[src/rtl/clock_gate_pkg.sv]
// Shared types and constants for the idle-detect clock-gate controller.
package clock_gate_pkg;

  typedef enum logic [1:0] {
    CG_RUN   = 2'd0,
    CG_GATED = 2'd1,
    CG_WAKE  = 2'd2
  } cg_state_e;

  localparam int unsigned CgEventW = 16;

  function automatic int unsigned cg_max(input int unsigned a, input int unsigned b);
    return (a > b) ? a : b;
  endfunction

endpackage

[src/rtl/clock_gate_ctrl_if.sv]
// Activity/wake sources on one side, gating-cell enable and status on the other.
interface clock_gate_ctrl_if;
  import clock_gate_pkg::*;

  logic                busy_i;
  logic                wake_req_i;
  logic                cg_disable_i;
  logic                clk_en_o;
  logic                wake_ack_o;
  logic                gated_o;
  logic [CgEventW-1:0] gate_events_o;

  modport master (
    output busy_i, wake_req_i, cg_disable_i,
    input  clk_en_o, wake_ack_o, gated_o, gate_events_o
  );

  modport slave (
    input  busy_i, wake_req_i, cg_disable_i,
    output clk_en_o, wake_ack_o, gated_o, gate_events_o
  );
endinterface

[src/rtl/clock_gate_ctrl.sv]
// Gates the downstream clock after IdleCycles idle samples and re-enables it on
// activity, wake request or disable; wake requests are acked after a settle period.
module clock_gate_ctrl
  import clock_gate_pkg::*;
#(
  parameter int IdleCycles = 16,
  parameter int WakeCycles = 2
) (
  input  logic               clk_i,
  input  logic               rst_ni,
  clock_gate_ctrl_if.slave   cg_if
);

  if (IdleCycles < 1) begin : g_bad_idle
    $error("clock_gate_ctrl: IdleCycles must be >= 1");
  end
  if (WakeCycles < 1) begin : g_bad_wake
    $error("clock_gate_ctrl: WakeCycles must be >= 1");
  end

  localparam int unsigned MaxCycles = cg_max(int'(IdleCycles), int'(WakeCycles));
  localparam int unsigned CntW      = $clog2(MaxCycles + 1);
  localparam logic [CntW-1:0] IdleLast = CntW'(IdleCycles - 1);
  localparam logic [CntW-1:0] WakeLast = CntW'(WakeCycles - 1);

  cg_state_e           state_q, state_d;
  logic [CntW-1:0]     cnt_q, cnt_d;
  logic                clk_en_q, clk_en_d;
  logic                wake_ack_q, wake_ack_d;
  logic                gated_q, gated_d;
  logic [CgEventW-1:0] gate_events_q, gate_events_d;

  logic idle;
  logic wake_cond;

  assign idle      = !cg_if.busy_i && !cg_if.wake_req_i && !cg_if.cg_disable_i;
  assign wake_cond = cg_if.busy_i || cg_if.wake_req_i || cg_if.cg_disable_i;

  // Next-state and registered-output computation.
  always_comb begin
    state_d       = state_q;
    cnt_d         = cnt_q;
    clk_en_d      = clk_en_q;
    wake_ack_d    = 1'b0;
    gated_d       = gated_q;
    gate_events_d = gate_events_q;

    unique case (state_q)
      CG_RUN: begin
        clk_en_d   = 1'b1;
        gated_d    = 1'b0;
        wake_ack_d = cg_if.wake_req_i && !wake_ack_q;
        if (idle) begin
          if (cnt_q == IdleLast) begin
            state_d       = CG_GATED;
            cnt_d         = '0;
            clk_en_d      = 1'b0;
            gated_d       = 1'b1;
            gate_events_d = gate_events_q + CgEventW'(1);
          end else begin
            cnt_d = cnt_q + CntW'(1);
          end
        end else begin
          cnt_d = '0;
        end
      end

      CG_GATED: begin
        clk_en_d = 1'b0;
        gated_d  = 1'b1;
        if (wake_cond) begin
          state_d  = CG_WAKE;
          cnt_d    = '0;
          clk_en_d = 1'b1;
          gated_d  = 1'b0;
        end
      end

      CG_WAKE: begin
        // Settle window: inputs are ignored until the clock domain is running.
        clk_en_d = 1'b1;
        gated_d  = 1'b0;
        if (cnt_q == WakeLast) begin
          state_d    = CG_RUN;
          cnt_d      = '0;
          wake_ack_d = cg_if.wake_req_i;
        end else begin
          cnt_d = cnt_q + CntW'(1);
        end
      end

      default: begin
        state_d  = CG_RUN;
        cnt_d    = '0;
        clk_en_d = 1'b1;
        gated_d  = 1'b0;
      end
    endcase
  end

  // State and output registers, synchronous active-low reset.
  always_ff @(posedge clk_i) begin
    if (!rst_ni) begin
      state_q       <= CG_RUN;
      cnt_q         <= '0;
      clk_en_q      <= 1'b1;
      wake_ack_q    <= 1'b0;
      gated_q       <= 1'b0;
      gate_events_q <= '0;
    end else begin
      state_q       <= state_d;
      cnt_q         <= cnt_d;
      clk_en_q      <= clk_en_d;
      wake_ack_q    <= wake_ack_d;
      gated_q       <= gated_d;
      gate_events_q <= gate_events_d;
    end
  end

  assign cg_if.clk_en_o      = clk_en_q;
  assign cg_if.wake_ack_o    = wake_ack_q;
  assign cg_if.gated_o       = gated_q;
  assign cg_if.gate_events_o = gate_events_q;

endmodule

[src/flat_wrapper.sv]
// flat-port wrapper written by rule: the top's interface ports become plain ports
module clock_gate_ctrl_flat import clock_gate_pkg::*;
#(
  parameter int IdleCycles = 16,
  parameter int WakeCycles = 2
)
  (clk_i, rst_ni, cg_if_busy_i, cg_if_wake_req_i, cg_if_cg_disable_i, cg_if_clk_en_o, cg_if_wake_ack_o, cg_if_gated_o, cg_if_gate_events_o);
  clock_gate_ctrl_if cg_if_i ();
  input  logic clk_i;
  input  logic rst_ni;
  input wire logic [$bits(cg_if_i.busy_i)-1:0] cg_if_busy_i;
  input wire logic [$bits(cg_if_i.wake_req_i)-1:0] cg_if_wake_req_i;
  input wire logic [$bits(cg_if_i.cg_disable_i)-1:0] cg_if_cg_disable_i;
  output wire logic [$bits(cg_if_i.clk_en_o)-1:0] cg_if_clk_en_o;
  output wire logic [$bits(cg_if_i.wake_ack_o)-1:0] cg_if_wake_ack_o;
  output wire logic [$bits(cg_if_i.gated_o)-1:0] cg_if_gated_o;
  output wire logic [$bits(cg_if_i.gate_events_o)-1:0] cg_if_gate_events_o;
  assign cg_if_i.busy_i = cg_if_busy_i;
  assign cg_if_i.wake_req_i = cg_if_wake_req_i;
  assign cg_if_i.cg_disable_i = cg_if_cg_disable_i;
  assign cg_if_clk_en_o = cg_if_i.clk_en_o;
  assign cg_if_wake_ack_o = cg_if_i.wake_ack_o;
  assign cg_if_gated_o = cg_if_i.gated_o;
  assign cg_if_gate_events_o = cg_if_i.gate_events_o;
  clock_gate_ctrl #(.IdleCycles(IdleCycles), .WakeCycles(WakeCycles)) u_core (.clk_i(clk_i), .rst_ni(rst_ni), .cg_if(cg_if_i));
endmodule
[config.mk]
export PLATFORM = sky130hd
export DESIGN_NAME = clock_gate_ctrl_flat
export DESIGN_NICKNAME = d
export VERILOG_FILES = /design/src/rtl/clock_gate_pkg.sv /design/src/rtl/clock_gate_ctrl_if.sv /design/src/rtl/clock_gate_ctrl.sv /design/src/flat_wrapper.sv
export SDC_FILE = /design/constraint.sdc
export NUM_CORES = 1
export LEC_CHECK = 0
export ABC_AREA = 1
export CORE_ASPECT_RATIO = 0.5
export CORE_UTILIZATION = 51
export CTS_CLUSTER_SIZE = 25
export DETAILED_ROUTE_END_ITERATION = 12
export GPL_TIMING_DRIVEN = 0
export PLACE_DENSITY = 0.88
export SLEW_MARGIN = 20
export SYNTH_ARGS = -nofsm -noshare
export SYNTH_HDL_FRONTEND = slang
export SYNTH_SLANG_ARGS = --single-unit
[constraint.sdc]
create_clock -name clk_i -period 1.7 [get_ports clk_i]
set_input_delay 0.255 -clock clk_i [delete_from_list [all_inputs] [get_ports clk_i]]
set_output_delay 0.255 -clock clk_i [all_outputs]
set_load 0.02 [all_outputs]
# After elaboration in Yosys (flattened, before gate mapping)
# Cells that the tools add are included.
# op_classes
addsub	2
mul	0
div_mod_pow	0
order_cmp	0
eq_ne	8
shift	0
muxes	20
n_bitwise	0
reduce_logical	12
# ops
cell	count
5-bit two-way mux	4
16-bit by 1-bit adder with 16-bit output, second input constant	1
5-bit one-hot mux with 3 select lines	1
2-bit two-way mux	4
2-bit by 1-bit inequality test with 1-bit output, second input constant	4
1-bit two-way mux	7
1-bit one-hot mux with 2 select lines	3
2-bit one-hot mux with 3 select lines	1
5-bit by 1-bit adder with 5-bit output, second input constant	1
5-bit by 1-bit == test with 1-bit output, second input constant	1
5-bit by 4-bit == test with 1-bit output, second input constant	1
1-bit logical NOT	4
4-bit AND reduction	1
1-bit logical AND	3
3-bit AND reduction	1
2-bit by 1-bit == test with 1-bit output, second input constant	1
2-bit == test, second input constant	1
2-bit logical NOT	1
1-bit logical OR	2
# totals
register_bits	26
latch_bits	0
ram_bits	0
rom_bits	0
input_bits	5
word_cells	48
memories	0

# Longest topological paths before layout
# Gate-level depths: netlist (run 1).
# logic_depth
word_depth	5
depth_mapped	9
ltp_nobuf	9

# Worst setup path before layout (run 1)
# Ideal clock, no wire load.
# synth_timing
path_kind	register to register
from	reg u_core.gate_events_q[0], in the netlist u_core.cg_if.gate_events_o[0]
to	reg u_core.gate_events_q[8], in the netlist u_core.cg_if.gate_events_o[8]
setup_ns	0.128
t_arrival_ns	1.294
setup_slack_ns	0.278
path_stages_with_launch	9
path_buffers	0
path_cell_list	dfxtp_1 ha_1 inv_1 nor2_1 nand2_1 inv_1 nand2_1 xor2_1 nor2_1
# synth_between
elab_chain_cells	1
# synth_lines
element	line_no	text
start, declared	clock_gate_ctrl.sv:31	logic [CgEventW-1:0] gate_events_q, gate_events_d;
start signal, assigned	clock_gate_ctrl.sv:116	gate_events_q <= gate_events_d;
16-bit by 1-bit adder with 16-bit output	clock_gate_ctrl.sv:59	gate_events_d = gate_events_q + CgEventW'(1);
# No other way between the ends.
# A chain may end at the register's enable or synchronous reset.

# Worst setup path in the final report (run 1)
# layout_timing
from	reg u_core.gate_events_q[7], in the netlist u_core.cg_if.gate_events_o[7]
to	out cg_if_gate_events_o[7]
# layout_rtl
element	line_no	text
end, declared	flat_wrapper.sv:17	output wire logic [$bits(cg_if_i.gate_events_o)-1:0] cg_if_gate_events_o;
# No word-level cell between the ends.

==> results.txt, run 1 <==
The flow ran to the end, and the final reports show no timing, DRC or antenna violations. The core footprint is 0.00234 mm², and the number of standard-cell rows in the floorplan is 12. The final estimated routing congestion in global placement came out at 0.793. STA classifies the critical path endpoint as a primary output. The number of H-tree levels was 1. The run gives 0 as the number of antenna violations at the first check in global routing.

24 I/O pins were placed. The number of slew-limit violations in the final report was 0. The run gives 2920 µm as the total detailed-routing wirelength. After synthesis the netlist holds a flip-flop and latch count of 26.

The post-layout minimum cycle time works out to 1.62 ns. The net count of the finished layout is 234. The tree built by TritonCTS fans out to 26 sinks. The run gives 39.2% as the sequential share of the synthesized area. The total overflow reported by the global router is 0, and the final setup violation count is 0. Across the VDD grid, the largest voltage drop is 0.387 mV. The minimum setup slack in the final design was 0.0805 ns; the synthesis-to-finish area growth was 26.6%. The remaining number of nets flagged by the antenna check after routing is 0. The pin count of the biggest net entering global routing came out at 16.

The later pin in the worst-skew pair is clocked with a latency of 0.28 ns. Cell chosen for the clock root: sky130_fd_sc_hd__clkbuf_8. The run gives 1,178 as the via count of the first global-routing pass. The slowest stage of the critical path is the sky130_fd_sc_hd__clkdlybuf4s50_1 cell.

The average instance in the mapped netlist occupies 6.75 µm². Once the floorplan was initialized, standard cells occupied 56.7% of the core. Max-cap violations in this run came to 0. The layout has 191 filler cells. The transition at the pin with the smallest max-transition slack is 0.511 ns.

Of all nets on the critical path, the largest fanout is 6. The buffer and inverter count on the worst path is 1, and the utilization after layout is 71.8%. The highest metal layer used by the detailed router was met4. The final hold violation count came out at 0. The logs give 2180 µm for the half-perimeter wire length after detailed placement and 0.00168 mm² for the design area.

In the final routed layout, each cell accounts on average for 11.3 µm. TritonCTS built the clock tree. The startpoint type of the worst setup path is a flip-flop. Summed over all nets, wire length on met2 after detailed routing comes to 1340 µm.

Setup repair after global routing left no endpoint under its margin. For the minimum setup slack after placement, the log shows -0.216 ns. The critical setup path kind is flip-flop to primary output.

The run gives 4880 µm as the wire length of the first global-routing pass. The post-route netlist has 4.91% of its cells at a drive strength greater than 1. The analysis attributes to cell leakage a power of 0.690 nW. The logs give 4 for the first-pass iteration count of the detailed router and 1,305 for the total via count in the routed design. The final critical path takes up 95.3% of the cycle.

Clock-pin slew was measured on the worst setup and hold paths at 0.09 ns. The die footprint is 0.00283 mm², and the wire length on met3 is 178 µm. Static timing analysis puts the maximum clock frequency at 617 MHz.

DRC violation count after routing: 0. The x dimension of the die is 74.2 µm, and the data required time of the critical path is 1.44 ns. The number of standard cells in the layout, taps in and fillers out was 259.

The kind of cell adding the most delay to the critical path was buffers and inverters. Buffers inserted during clock tree synthesis total 3. The floorplan die height is 38.1 µm. The total power divided by cell area was 702 mW/mm²; the combined area of all synthesized cells was 0.00133 mm². Synthesis produced a netlist with a net count of 206. In this run, placement finished with an instance count of 255. The synthesized instance count is 197. On the final layout, the worst clock skew is 0.00199 ns. For this run, the total global-route usage over all layers was measured as 23.5%.

The DRC marker count from the first detailed-route iteration came out at 64. Path class of the lowest-slack min-delay path: flip-flop to flip-flop. The tools report the arrival time reported for the critical path endpoint as 1.36 ns. The count of buffers from port buffering was 23. The placed instance area is 0.00160 mm², and the met1 wire length is 1360 µm. The worst pin sits at a relative slew slack of 65.9%. The worst stage delay on the critical path was 0.64 ns. The repair_antennas step left the layout with diodes totalling 0. The number of distinct library cells after synthesis is 21.

For the number of warnings printed during yosys synthesis, the log shows 0. In the routed layout, each cell is associated on average with a via count of 5.04. The clock passes through at most 2 buffers. Walking the worst path, the cells encountered are clkdlybuf4s50_1.
[placed cells by master, fill, tap and decap left out, drive strengths merged, types with 5 or more instances in the layout]
cell type      instances
dfxtp                 26
nor2                  26
inv                   33
clkbuf                 5
nand2                 50
o21ai                  9
clkdlybuf4s50         23
a21oi                 13
nand3                 12
nand4                  7
[cell type report]
cell class	count	area [µm²]	share of cell area (%)
Inverter	33	124	7.37
Multi-Input combinational cell	135	673	40.0
Timing Repair Buffer	23	230	13.7
Tap cell	35	43.8	2.60
Clock inverter	1	30.0	1.79
Sequential cell	26	520	31.0
Buffer	3	18.8	1.12
Clock buffer	3	41.3	2.46
[Yosys cell counts]
cell type                  number  area, µm²
sky130_fd_sc_hd__nand2_2        1       6.26
sky130_fd_sc_hd__ha_1           4       50.1
sky130_fd_sc_hd__xor2_1         3       26.3
sky130_fd_sc_hd__buf_6          1       11.3
sky130_fd_sc_hd__nor2_4         1       11.3
sky130_fd_sc_hd__clkbuf_1       2       7.51
sky130_fd_sc_hd__nand3b_1       2       15.0
sky130_fd_sc_hd__nand4_1        6       37.5
sky130_fd_sc_hd__nor3_1         4       20.0
sky130_fd_sc_hd__nor2_2         1       6.26
sky130_fd_sc_hd__a21oi_1       13       65.1
sky130_fd_sc_hd__inv_1         33        124
sky130_fd_sc_hd__nand3_1       12       60.1
sky130_fd_sc_hd__nand4_2        1       12.5
sky130_fd_sc_hd__o21bai_1       2       15.0
sky130_fd_sc_hd__nor2_1        24       90.1
sky130_fd_sc_hd__o21ai_0        9       45.0
sky130_fd_sc_hd__nand2_1       49        184
sky130_fd_sc_hd__dfxtp_1       26        521
sky130_fd_sc_hd__o22ai_1        1       6.26
sky130_fd_sc_hd__o211ai_1       2       15.0
[sequential cells by signal (all words and copies together) (netlist names)]
signal and cells:
u_core.cg_if.gate_events_o 16, u_core.cg_if.clk_en_o 1, u_core.cg_if.wake_ack_o 1, u_core.cnt_q 5, u_core.cg_if.gated_o 1, u_core.state_q 2
[metrics by stage]
| step | hold slack [ns] | setup TNS (ns) | total power, mW |
|---|---|---|---|
| floorplan | 0.376 | 0 | 0.651 |
| global placement | 0.458 | -0.876 | 0.669 |
| detailed placement | 0.462 | -1.33 | 0.670 |
| CTS | 0.483 | 0 | 1.19 |
| global route | 0.500 | 0 | 1.21 |
| finish | 0.476 | 0 | 1.18 |
[timing repair]
action | in CTS | in global routing
setup endpoints to repair | 0 | 8
hold buffers | 0 | 0
buffers inserted | 0 | 0
gates resized for setup | 0 | 3
[cell families after synthesis]
family / share of synthesized area (%)
and+or+nand+nor: 33.3
buffers and inverters: 10.7
AOI/OAI and AO/OA: 11.0
DFF: 39.2
adders and majority gates: 3.77
xor gates and xnor gates: 1.98
[report_power, final]
group / switching (mW) / internal, mW
sequential: 0.00269 / 0.611
clock: 0.209 / 0.316
combinational: 0.0233 / 0.0187
total: 0.235 / 0.946
[layer usage]
layer,vias to the layer above,GRT usage (%)
li1,677,-
met1,581,28.0
met2,42,41.6
met3,5,6.58
met4,0,8.17
met5,-,0
[path summary, 6_finish.rpt]
kind	slack [ns]	cells past startpoint	end	start
setup / recovery	0.08	1	cg_if_gate_events_o[7]	u_core.cg_if.gate_events_o[7]$_SDFFE_PN0P_
setup reg to reg	0.12	8	u_core.cg_if.gate_events_o[8]$_SDFFE_PN0P_	u_core.cg_if.gate_events_o[0]$_SDFFE_PN0P_
hold reg to reg	0.48	2	u_core.cg_if.gate_events_o[9]$_SDFFE_PN0P_	u_core.cg_if.gate_events_o[9]$_SDFFE_PN0P_
hold / removal	0.48	2	u_core.cg_if.gate_events_o[9]$_SDFFE_PN0P_	u_core.cg_if.gate_events_o[9]$_SDFFE_PN0P_
Power figures use the tool's default switching activity.
==> inputs of run 2 (changes only) <==
--- a/config.mk
+++ b/config.mk
@@ -6,12 +6,12 @@
 export NUM_CORES = 1
 export LEC_CHECK = 0
 export ABC_AREA = 1
-export CORE_ASPECT_RATIO = 0.5
-export CORE_UTILIZATION = 51
+export CORE_ASPECT_RATIO = 1.75
+export CORE_UTILIZATION = 25
 export CTS_CLUSTER_SIZE = 25
 export DETAILED_ROUTE_END_ITERATION = 12
 export GPL_TIMING_DRIVEN = 0
-export PLACE_DENSITY = 0.88
+export PLACE_DENSITY = 0.54
 export SLEW_MARGIN = 20
 export SYNTH_ARGS = -nofsm -noshare
 export SYNTH_HDL_FRONTEND = slang
==> run 2 against run 1 <==
The run now ends with DRC left. Clock-buffer cell count unchanged. Via count fell by 3.1%. First-iteration DRC count down 48%. Critical path depth is the same. Sequential cell count stayed put. Non-clock buffer count is the same. Wire length grew 9.4%. Core utilization down 38 points. Die area grew 99%. Sequential share of layout area fell by 0.43 points. Fmax increased by 0.18%. Sequential power about the same. Critical path type unchanged. Critical endpoint is now cg_if_gate_events_o[4]. Highest routed layer unchanged.
==> results.txt, run 2 (synthesis results as in run 1) <==
The number of setup buffers added after CTS was 0 (unchanged). The total negative setup slack came out at 0 ns (unchanged). The buffer and inverter count on the worst path is 1 (unchanged).

Clock tree synthesis selected as its root buffer the cell sky130_fd_sc_hd__clkbuf_8. For the data required time of the critical path, the log shows 1.44 ns (about the same). The x dimension of the die came out at 57.1 µm (-23%). The total power divided by cell area works out to 688 mW/mm² (-2.1%).

The signal on the critical path passes through clkdlybuf4s50_1. The final setup violation count is 0 (unchanged). The leakage power summed over all cells was 0.691 nW (+0.13%); the synthesis-to-finish area growth was 28.6%. The tools report the I/O pin count as 24 (unchanged). Count of buffers from port buffering: 23 (unchanged).

The startpoint type of the worst setup path was a flip-flop. The minimum setup slack in the final design is 0.0834 ns (+0.00288 ns), and the clock power share is 44.1% (-0.4 points). The tools report the core footprint as 0.00502 mm² (+110%). The average vias per placed instance was 4.55 (-9.7%); the die footprint was 0.00562 mm² (+99%).

Setup repair after global routing left no endpoint under its margin. The antenna cell count was 0 (unchanged); the number of H-tree levels was 1 (unchanged). The run gives 2 (unchanged) as the maximum buffer depth of the clock tree. The total clock sinks was 26 (unchanged); the transition at the pin with the smallest max-transition slack was 0.539 ns (+0.0279 ns).

Total overflow reported by the global router: 0 (unchanged). The final reports fail on DRC. The tools report the minimum setup slack after placement as -0.267 ns (-0.0510 ns). The starting utilization of the core area is 26.5% (-30 points), and the floorplan die height is 98.4 µm (+160%). The critical path is of the flip-flop to primary output type.

The sequential cell fraction of total power is 52.3% (+0.3 points), and the number of slew-limit violations in the final report is 0 (unchanged). The arrival time reported for the critical path endpoint is 1.36 ns (about the same). Relative slew slack: 64.1% (-1.9 points). The startpoint of the worst setup timing path was u_core.cg_if.gate_events_o[4]$_SDFFE_PN0P_. The share of total power consumed by net switching was 19.6% (-0.34 points); the power share of the combinational group was 3.7% (about the same). For the sequential standard cell area, the log shows 522 µm² (+0.24%).

The utilization after layout came out at 34.0% (-38 points). The overall track demand over capacity in global routing was 11.7% (-12 points). Number of max-capacitance violations reported: 0 (unchanged). The pin count of the biggest net entering global routing came out at 16 (unchanged). The total detailed-routing wirelength came out at 3190 µm (+9.4%). The path class of the lowest-slack min-delay path is flip-flop to flip-flop. The tools report the switching power total as 230 µW (-2.2%). The tools report the DRC marker count from the first detailed-route iteration as 33 (-48%). Share of post-route cells with drive strength above 1: 5.80% (+0.89 points).

Design area: 0.00171 mm² (+1.6%). The post-layout net count was 234 (unchanged); the routed wire length per instance was 11.5 µm (+1.9%). STA classifies the critical path endpoint as a primary output.

The internal power of the cells was 945 µW (about the same). The final estimated routing congestion in global placement was 0.777 (-2.0%); the filler cell count was 578 (+200%). The clock slew seen by the registers of the worst setup and hold paths came out at 0.09 ns (about the same). The remaining number of nets flagged by the antenna check after routing was 0 (unchanged); the wire length of the first global-routing pass was 5150 µm (+5.5%). Peak fanout along the critical path: 5 (-1). The tools report the final hold violation count as 0 (unchanged). For the number of antenna violations at the first check in global routing, the log shows 0 (unchanged). Slowest stage cell on the critical path: sky130_fd_sc_hd__clkdlybuf4s50_1. Area occupied by multi-input gates: 676 µm² (+0.37%). The number of instances resized during post-cts repair is 0 (unchanged). The half-perimeter wire length after detailed placement came out at 2390 µm (+9.7%).

The highest clock rate is 619 MHz (+0.18%), and the post-cts hold buffer count is 0 (unchanged). In this run the most critical hold path is launched from u_core.cg_if.gate_events_o[9]$_SDFFE_PN0P_. The number of buffers inserted during clock tree synthesis is 3 (unchanged), and the worst voltage drop across the vdd grid is 0.316 mV (-18%). The flow ran to the end, but the final reports show violations.

The via count of the first global-routing pass is 1,154 (-2.0%), and the placed instance area is 0.00163 mm² (+1.5%). The DRC violation count after routing was 4 (+4); the post-layout minimum cycle time was 1.62 ns (-0.00288 ns). The worst register-to-register path begins at u_core.cnt_q[1]$_SDFFE_PN0N_.

The worst setup skew after layout was 0.00313 ns (+0.00115 ns). TritonCTS built the clock tree. The tools report the clock latency on the worst-skew pair as 0.27 ns (about the same). The tightest hold margin was 0.479 ns (+0.00369 ns); the final critical-path share of the clock period was 95.1% (-0.17 points). The worst stage delay on the critical path works out to 0.64 ns (about the same). The library cell used most frequently in the layout, excluding fill and tap cells, is sky130_fd_sc_hd__nand2_1. The flip-flop count of the largest register, all copies and words added works out to 16 (unchanged). In the layout the commonest cells are sky130_fd_sc_hd__nand2_1, sky130_fd_sc_hd__inv_1, sky130_fd_sc_hd__dfxtp_1, sky130_fd_sc_hd__nor2_1, sky130_fd_sc_hd__clkdlybuf4s50_1.

The number of standard-cell rows in the floorplan is 34 (+22), and the total via count in the routed design is 1,265 (-3.1%). The first-pass iteration count of the detailed router came out at 8 (+4). The kind of cell adding the most delay to the critical path is buffers and inverters.
==> run 2: cell type report <==
type | count | area share (%)
multi-input cells | 135 | 39.5
inverters | 33 | 7.25
plain buffers | 3 | 1.10
repair buffers | 23 | 13.5
flip-flops and latches | 26 | 30.5
clock buffers | 3 | 2.42
well taps | 54 | 3.95
clock inverters | 1 | 1.76
==> run 2: path summary, 6_finish.rpt <==
path                                                               endpoint  slack, ns  depth (start not counted)
worst max-delay path                                 cg_if_gate_events_o[4]       0.08                          1
worst min-delay path             u_core.cg_if.gate_events_o[9]$_SDFFE_PN0P_       0.48                          2
worst max register to register  u_core.cg_if.gate_events_o[11]$_SDFFE_PN0P_       0.17                          7
worst min register to register   u_core.cg_if.gate_events_o[9]$_SDFFE_PN0P_       0.48                          2
==> run 2: worst min-delay path, stage by stage, from the launching register on <==
cell and delay, ns:
sky130_fd_sc_hd__dfxtp_1 0.34, sky130_fd_sc_hd__inv_1 0.05, sky130_fd_sc_hd__a21oi_1 0.05
==> run 2: power by group through the flow <==
stage | Combinational, mW | Clock (mW) | Sequential [mW]
5_1_grt | 0.0480 | 0.569 | 0.615
6_report | 0.0433 | 0.518 | 0.614
3_3_place_gp | 0.0434 | 0 | 0.628
2_1_floorplan | 0.0212 | 0 | 0.629
3_5_place_dp | 0.0433 | 0 | 0.628
4_1_cts | 0.0435 | 0.543 | 0.614
==> run 2: per-layer routing <==
| metal | GRT usage, % | vias to the layer above | routed length [µm] |
|---|---|---|---|
| met5 | 0 | - | 0 |
| met4 | 5.07 | 0 | 37 |
| met3 | 1.31 | 2 | 82 |
| met2 | 22.8 | 15 | 1760 |
| met1 | 12.1 | 569 | 1310 |
| li1 | - | 679 | - |
==> run 2: metrics by stage <==
stage,cells,power (mW)
after detailed placement,274,0.672
after global routing,278,1.23
after CTS,278,1.20
after floorplan,197,0.651
after global placement,274,0.672
final,278,1.18
==> inputs of run 3 (changes only) <==
==> constraint.sdc (replaced) <==
create_clock -name clk_i -period 1.5 [get_ports clk_i]
set_input_delay 0.225 -clock clk_i [delete_from_list [all_inputs] [get_ports clk_i]]
set_output_delay 0.225 -clock clk_i [all_outputs]
set_load 0.02 [all_outputs]
==> run 3 against run 2 <==
The flow still finishes with violations (DRC). Die area unchanged. First-iteration DRC count fell by 12%. Combinational power up 21%. Register-to-register slack got worse by 0.07 ns. Sequential share of layout area is 0.69 points lower. Power increased by 13%. Via count grew 3.7%. Cell count up 1.4%. Clock power is 14% higher. Non-clock buffer count rose by 4. Global-route usage increased by 0.38 points.
==> results.txt, run 3 (synthesis results as in run 1) <==
The logs give 1.21 ns (-0.15 ns) for the arrival time reported for the critical path endpoint and 0.00502 mm² (unchanged) for the core footprint. The critical setup path kind is flip-flop to primary output. STA classifies the critical path endpoint as a primary output. The tools report the clock latency on the worst-skew pair as 0.27 ns (about the same).

The tools report the leakage power summed over all cells as 0.807 nW (+17%). In this run the critical register-to-register path is captured at u_core.cg_if.gate_events_o[11]$_SDFFE_PN0P_. The remaining number of nets flagged by the antenna check after routing came out at 0 (unchanged). The tools report the final hold violation count as 0 (unchanged).

The worst setup skew after layout was 0.00204 ns (-0.00109 ns). For the DRC violation count after routing, the log shows 4 (unchanged). Leaving out fill and tap cells, the most frequent cell in the layout is sky130_fd_sc_hd__nand2_1. The antenna cell count is 0 (unchanged), and the tightest hold margin is 0.478 ns (-0.00168 ns). The tools report the final setup violation count as 0 (unchanged). The x dimension of the die is 57.1 µm (unchanged), and the final critical-path share of the clock period is 95.5%. The number of standard-cell rows in the floorplan is 34 (unchanged).

Average vias per placed instance: 4.65 (+2.2%). The flow ran to the end, but the final reports show violations. The minimum setup slack after placement was -0.437 ns (-0.170 ns). The floorplan die height is 98.4 µm (unchanged). The number of antenna violations at the first check in global routing came out at 0 (unchanged).

The total clock sinks was 26 (unchanged); the transition at the pin with the smallest max-transition slack was 0.542 ns (+0.00332 ns). The tools report the cell chosen for the clock root as sky130_fd_sc_hd__clkbuf_8. The run gives 574 (-0.69%) as the filler cell count. The cell count of the worst reg-to-reg path was 8 (+1); the worst stage delay on the critical path was 0.60 ns (-0.04 ns). Based on the critical path, the design can be clocked at up to 698 MHz. The tools report the total overflow reported by the global router as 0 (unchanged). In this run the worst hold path is classified as flip-flop to flip-flop. The tools report the number of buffers inserted during clock tree synthesis as 3 (unchanged). TritonCTS built the clock tree. In this run the worst setup path terminates at cg_if_wake_ack_o. Routed wire length per instance: 11.8 µm (+2.4%). The buffer and inverter count on the worst path was 1 (unchanged); the flip-flop count of the largest register, all copies and words added was 16 (unchanged).

Leaving out fill and tap cells, the most frequent cells in the layout are sky130_fd_sc_hd__nand2_1, sky130_fd_sc_hd__inv_1, sky130_fd_sc_hd__dfxtp_1, sky130_fd_sc_hd__nor2_1, sky130_fd_sc_hd__dlygate4sd2_1. The half-perimeter wire length after detailed placement was 2390 µm (unchanged); the clock slew seen by the registers of the worst setup and hold paths was 0.09 ns (about the same). Setup repair after global routing left no endpoint under its margin. The peak fanout along the critical path was 2 (-3); the relative slew slack was 63.9% (-0.22 points).

For the wire length of the first global-routing pass, the log shows 5270 µm (+2.4%). The run gives 29 (-12%) as the DRC marker count from the first detailed-route iteration. The tools report the via count of the first global-routing pass as 1,174 (+1.7%). Number of slew-limit violations in the final report: 0 (unchanged). The I/O pin count is 24 (unchanged), and the maximum buffer depth of the clock tree is 2 (unchanged). Startpoint type of the worst setup path: a flip-flop. For the minimum setup slack in the final design, the log shows 0.0681 ns (-0.0153 ns).

The number of max-capacitance violations reported was 0 (unchanged). Startpoint of the worst setup timing path: u_core.cg_if.wake_ack_o$_SDFF_PN0_. The post-layout minimum cycle time works out to 1.43 ns. The total via count in the routed design came out at 1,312 (+3.7%). The signal on the critical path passes through clkdlybuf4s50_1.

The die footprint is 0.00562 mm² (unchanged). The starting utilization of the core area was 26.5% (unchanged). The logs give 35.4% (+1.4 points) for the utilization after layout and 3320 µm (+3.9%) for the total detailed-routing wirelength. The data required time of the critical path was 1.27 ns (-0.17 ns). Worst reg2reg path startpoint: u_core.cnt_q[0]$_SDFFE_PN0N_. The first-pass iteration count of the detailed router came out at 8 (unchanged).

From synthesis to final layout, the design area changed by 33.8%. Worst setup slack for register-to-register paths: 0.10 ns (-0.07 ns). The number of H-tree levels is 1 (unchanged).

The checks that failed: DRC. The total chip power is 1.33 mW (+13%). The count of buffers from port buffering works out to 23 (unchanged). The tools report the final estimated routing congestion in global placement as 0.777 (unchanged). The pin count of the biggest net entering global routing is 16 (unchanged).

The tools report the overall track demand over capacity in global routing as 12.1% (+0.38 points). The kind of cell adding the most delay to the critical path is buffers and inverters. Worst voltage drop across the vdd grid: 0.359 mV (+13%). Total number of cells along the worst setup path: 1 (unchanged). Share of post-route cells with drive strength above 1: 11.0% (+5.2 points). The slowest stage of the critical path is the sky130_fd_sc_hd__clkdlybuf4s50_1 cell. The total power divided by cell area works out to 750 mW/mm² (+9.1%). The post-layout net count was 238 (+1.7%).
## run 3: cell types whose count changed in the layout (fill, tap and decap cells not counted), sizes merged
cell and change:
clkdlybuf4s50 -15, dlygate4sd2 +14, buf +4, dlymetal6s2s +1
## run 3: area by class of cell
class | count | area [µm²] | share of cell area, %
Buffer | 3 | 18.8 | 1.06
Inverter | 33 | 124 | 6.97
Clock buffer | 3 | 41.3 | 2.32
Tap cell | 54 | 67.6 | 3.80
Clock inverter | 1 | 30.0 | 1.69
Timing Repair Buffer | 27 | 258 | 14.5
Multi-Input combinational cell | 135 | 708 | 39.8
Sequential cell | 26 | 531 | 29.8
## run 3: worst min-delay path by stage
stage,endpoint,startpoint,cells past startpoint,slack [ns]
after global routing,u_core.cg_if.gate_events_o[9]$_SDFFE_PN0P_,u_core.cg_if.gate_events_o[9]$_SDFFE_PN0P_,2,0.51
after CTS,u_core.cg_if.gate_events_o[9]$_SDFFE_PN0P_,u_core.cg_if.gate_events_o[9]$_SDFFE_PN0P_,2,0.49
after detailed placement,u_core.cg_if.gate_events_o[9]$_SDFFE_PN0P_,u_core.cg_if.gate_events_o[9]$_SDFFE_PN0P_,2,0.47
after floorplan,u_core.cg_if.wake_ack_o$_SDFF_PN0_,cg_if_wake_req_i,2,0.35
final,u_core.cg_if.gate_events_o[9]$_SDFFE_PN0P_,u_core.cg_if.gate_events_o[9]$_SDFFE_PN0P_,2,0.48
after global placement,u_core.cg_if.gate_events_o[9]$_SDFFE_PN0P_,u_core.cg_if.gate_events_o[9]$_SDFFE_PN0P_,2,0.46
## run 3: what timing repair did
action	CTS	global route
resized for setup	21	14
cloned	1	0
hold buffers	0	0
endpoints found under the setup margin	38	17
buffers inserted	0	3
pin swaps	1	3
## run 3: per-stage QoR
stage / TNS (ns) / std cells / instance area (µm²)
detailed placement: -5.78 / 274 / 1630
finish: 0 / 282 / 1780
CTS: 0 / 279 / 1700
global placement: -5.61 / 274 / 1630
global route: 0 / 282 / 1780
floorplan: 0 / 197 / 1330
## run 3: where the power goes
group          switching, mW  internal [mW]
Clock                  0.231          0.357
Sequential           0.00337          0.690
Combinational         0.0292         0.0232
Total                  0.263           1.07
## run 3: routing by layer
metal	GRT usage, %	wire (µm)	share of wire, %
met5	0	0	0
met4	5.07	36	1.1
met3	1.31	104	3.1
met2	24.2	1880	57
met1	12.0	1300	39
==> RTL edit: new RTL, settings of run 1 <==
`WakeCycles` is set to 2 in 2 places; all go to 4.
--- a/src/rtl/clock_gate_ctrl.sv
+++ b/src/rtl/clock_gate_ctrl.sv
@@ -4,7 +4,7 @@
   import clock_gate_pkg::*;
 #(
   parameter int IdleCycles = 16,
-  parameter int WakeCycles = 2
+  parameter int WakeCycles = 4
 ) (
   input  logic               clk_i,
   input  logic               rst_ni,
--- a/src/flat_wrapper.sv
+++ b/src/flat_wrapper.sv
@@ -2,7 +2,7 @@
 module clock_gate_ctrl_flat import clock_gate_pkg::*;
 #(
   parameter int IdleCycles = 16,
-  parameter int WakeCycles = 2
+  parameter int WakeCycles = 4
 )
   (clk_i, rst_ni, cg_if_busy_i, cg_if_wake_req_i, cg_if_cg_disable_i, cg_if_clk_en_o, cg_if_wake_ack_o, cg_if_gated_o, cg_if_gate_events_o);
   clock_gate_ctrl_if cg_if_i ();
Behaviour: no difference found for any inputs over 10 cycles, from zero or initial values and one cycle with rst_ni low; that may be too few to reach the edited logic, so the function may still have changed.
==> RTL edit against run 1 <==
Total power decreased by 15%. Die area increased by 4.1%. Clock power decreased by 34%. Worst setup slack improved by 0.0027 ns. Critical path depth unchanged. Area after synthesis increased by 4.2%. Design area increased by 1.2%. Count of clock-buffer cells in the layout unchanged. Largest power group unchanged. Sequential cell count unchanged. Wire length increased by 5.3%.
==> RTL edit: results (changes against run 1) <==
stage,metric,value,unit,change
yosys,Area contributors post-synth,"dfxtp_1 38%, nand2_1 15%, nor2_1 8.4%",,"was dfxtp_1 39%, nand2_1 14%, inv_1 9.3%"
finish,inverters,26,,was 33
setup_path,Crit Path Max Fanout,5,,was 6
finish,# fillers,177,,was 191
detailed_routing,Total Wirelength,3080,um,was 2920 um
placement,placed cell count,262,,was 255
placement,hpwl dp,2170,um,was 2180 um
yosys,commonest cells in the synthesized netlist,"57 x nand2_1, 31 x nor2_1, 26 x dfxtp_1",,"was 49 x nand2_1, 33 x inv_1, 26 x dfxtp_1"
sta,Rel. slew slack,69.4,%,was 65.9%
setup_path,CP peak stage delay,0.67,ns,was 0.64 ns
grt,total global-route track usage,23.6,%,was 23.5%
finish,Clock buf/inv share,2.43,%,was 4.24%
power_and_ir_drop,Net Sw Frac,21.3,%,was 19.9%
placement,Area after DPL,1660,um2,was 1600 um2
finish,sequential portion of the cell area,30.7,%,was 31.0%
yosys,Synth Area in Adders,3.61,%,was 3.77%
placement,pre-CTS setup slack,0.0257,ns,was -0.216 ns
yosys,Post-Synth XOR/XNOR Area,3.16,%,was 1.98%
status,status,finished clean,,unchanged
detailed_routing,initial DRC count,89,,was 64
yosys,"Distinct cells, synth",22,,was 21
power_and_ir_drop,clock group power,0.000344,W,was 0.000525 W
floorplan,core area,2390,um2,was 2340 um2
finish,Non-clock buffers,25,,was 26
yosys,Compound-Gate Fraction of Synth Area,8.40,%,was 11.0%
yosys,Post-Syn Nets,213,,was 206
finish,multi-input logic portion of the cell area,44.6,%,was 40.0%
detailed_routing,vias,1307,,was 1305
detailed_routing,routed len/inst,11.6,um,was 11.3 um
finish,multi-input gates,150,,was 135
sta,Final Skew,0.00744,ns,was 0.00199 ns
finish,layout cells sized above 1,9.13,%,was 4.91%
power_and_ir_drop,Leak,0.684,nW,was 0.690 nW
finish,Final #Nets,241,,was 234
power_and_ir_drop,net switching power,0.000214,W,was 0.000235 W
placement,gp weighted congestion,0.854,,was 0.793
[RTL edit: path summary, 6_finish.rpt]
check / start / to / slack (ns) / cells after the start
max: u_core.cg_if.gate_events_o[6]$_SDFFE_PN0P_ / cg_if_gate_events_o[6] / 0.08 / 1
min: u_core.cg_if.gate_events_o[0]$_SDFFE_PN0P_ / u_core.cg_if.gate_events_o[0]$_SDFFE_PN0P_ / 0.52 / 1
max reg2reg: u_core.cnt_q[1]$_SDFFE_PN0N_ / u_core.cg_if.gate_events_o[13]$_SDFFE_PN0P_ / 0.12 / 8
min reg2reg: u_core.cg_if.gate_events_o[0]$_SDFFE_PN0P_ / u_core.cg_if.gate_events_o[0]$_SDFFE_PN0P_ / 0.52 / 1
[RTL edit: timing repair]
item                       in CTS  in global routing
setup endpoints to repair       0                  2
hold buffers                    0                  0
resized for setup               0                  1
[RTL edit: routing by layer]
metal	part of all wire [%]	track usage [%]	routed length (um)
met1	45	29.3	1400
met2	47	40.6	1450
met3	6.0	5.99	184
met4	1.5	7.41	46
met5	0	0	0
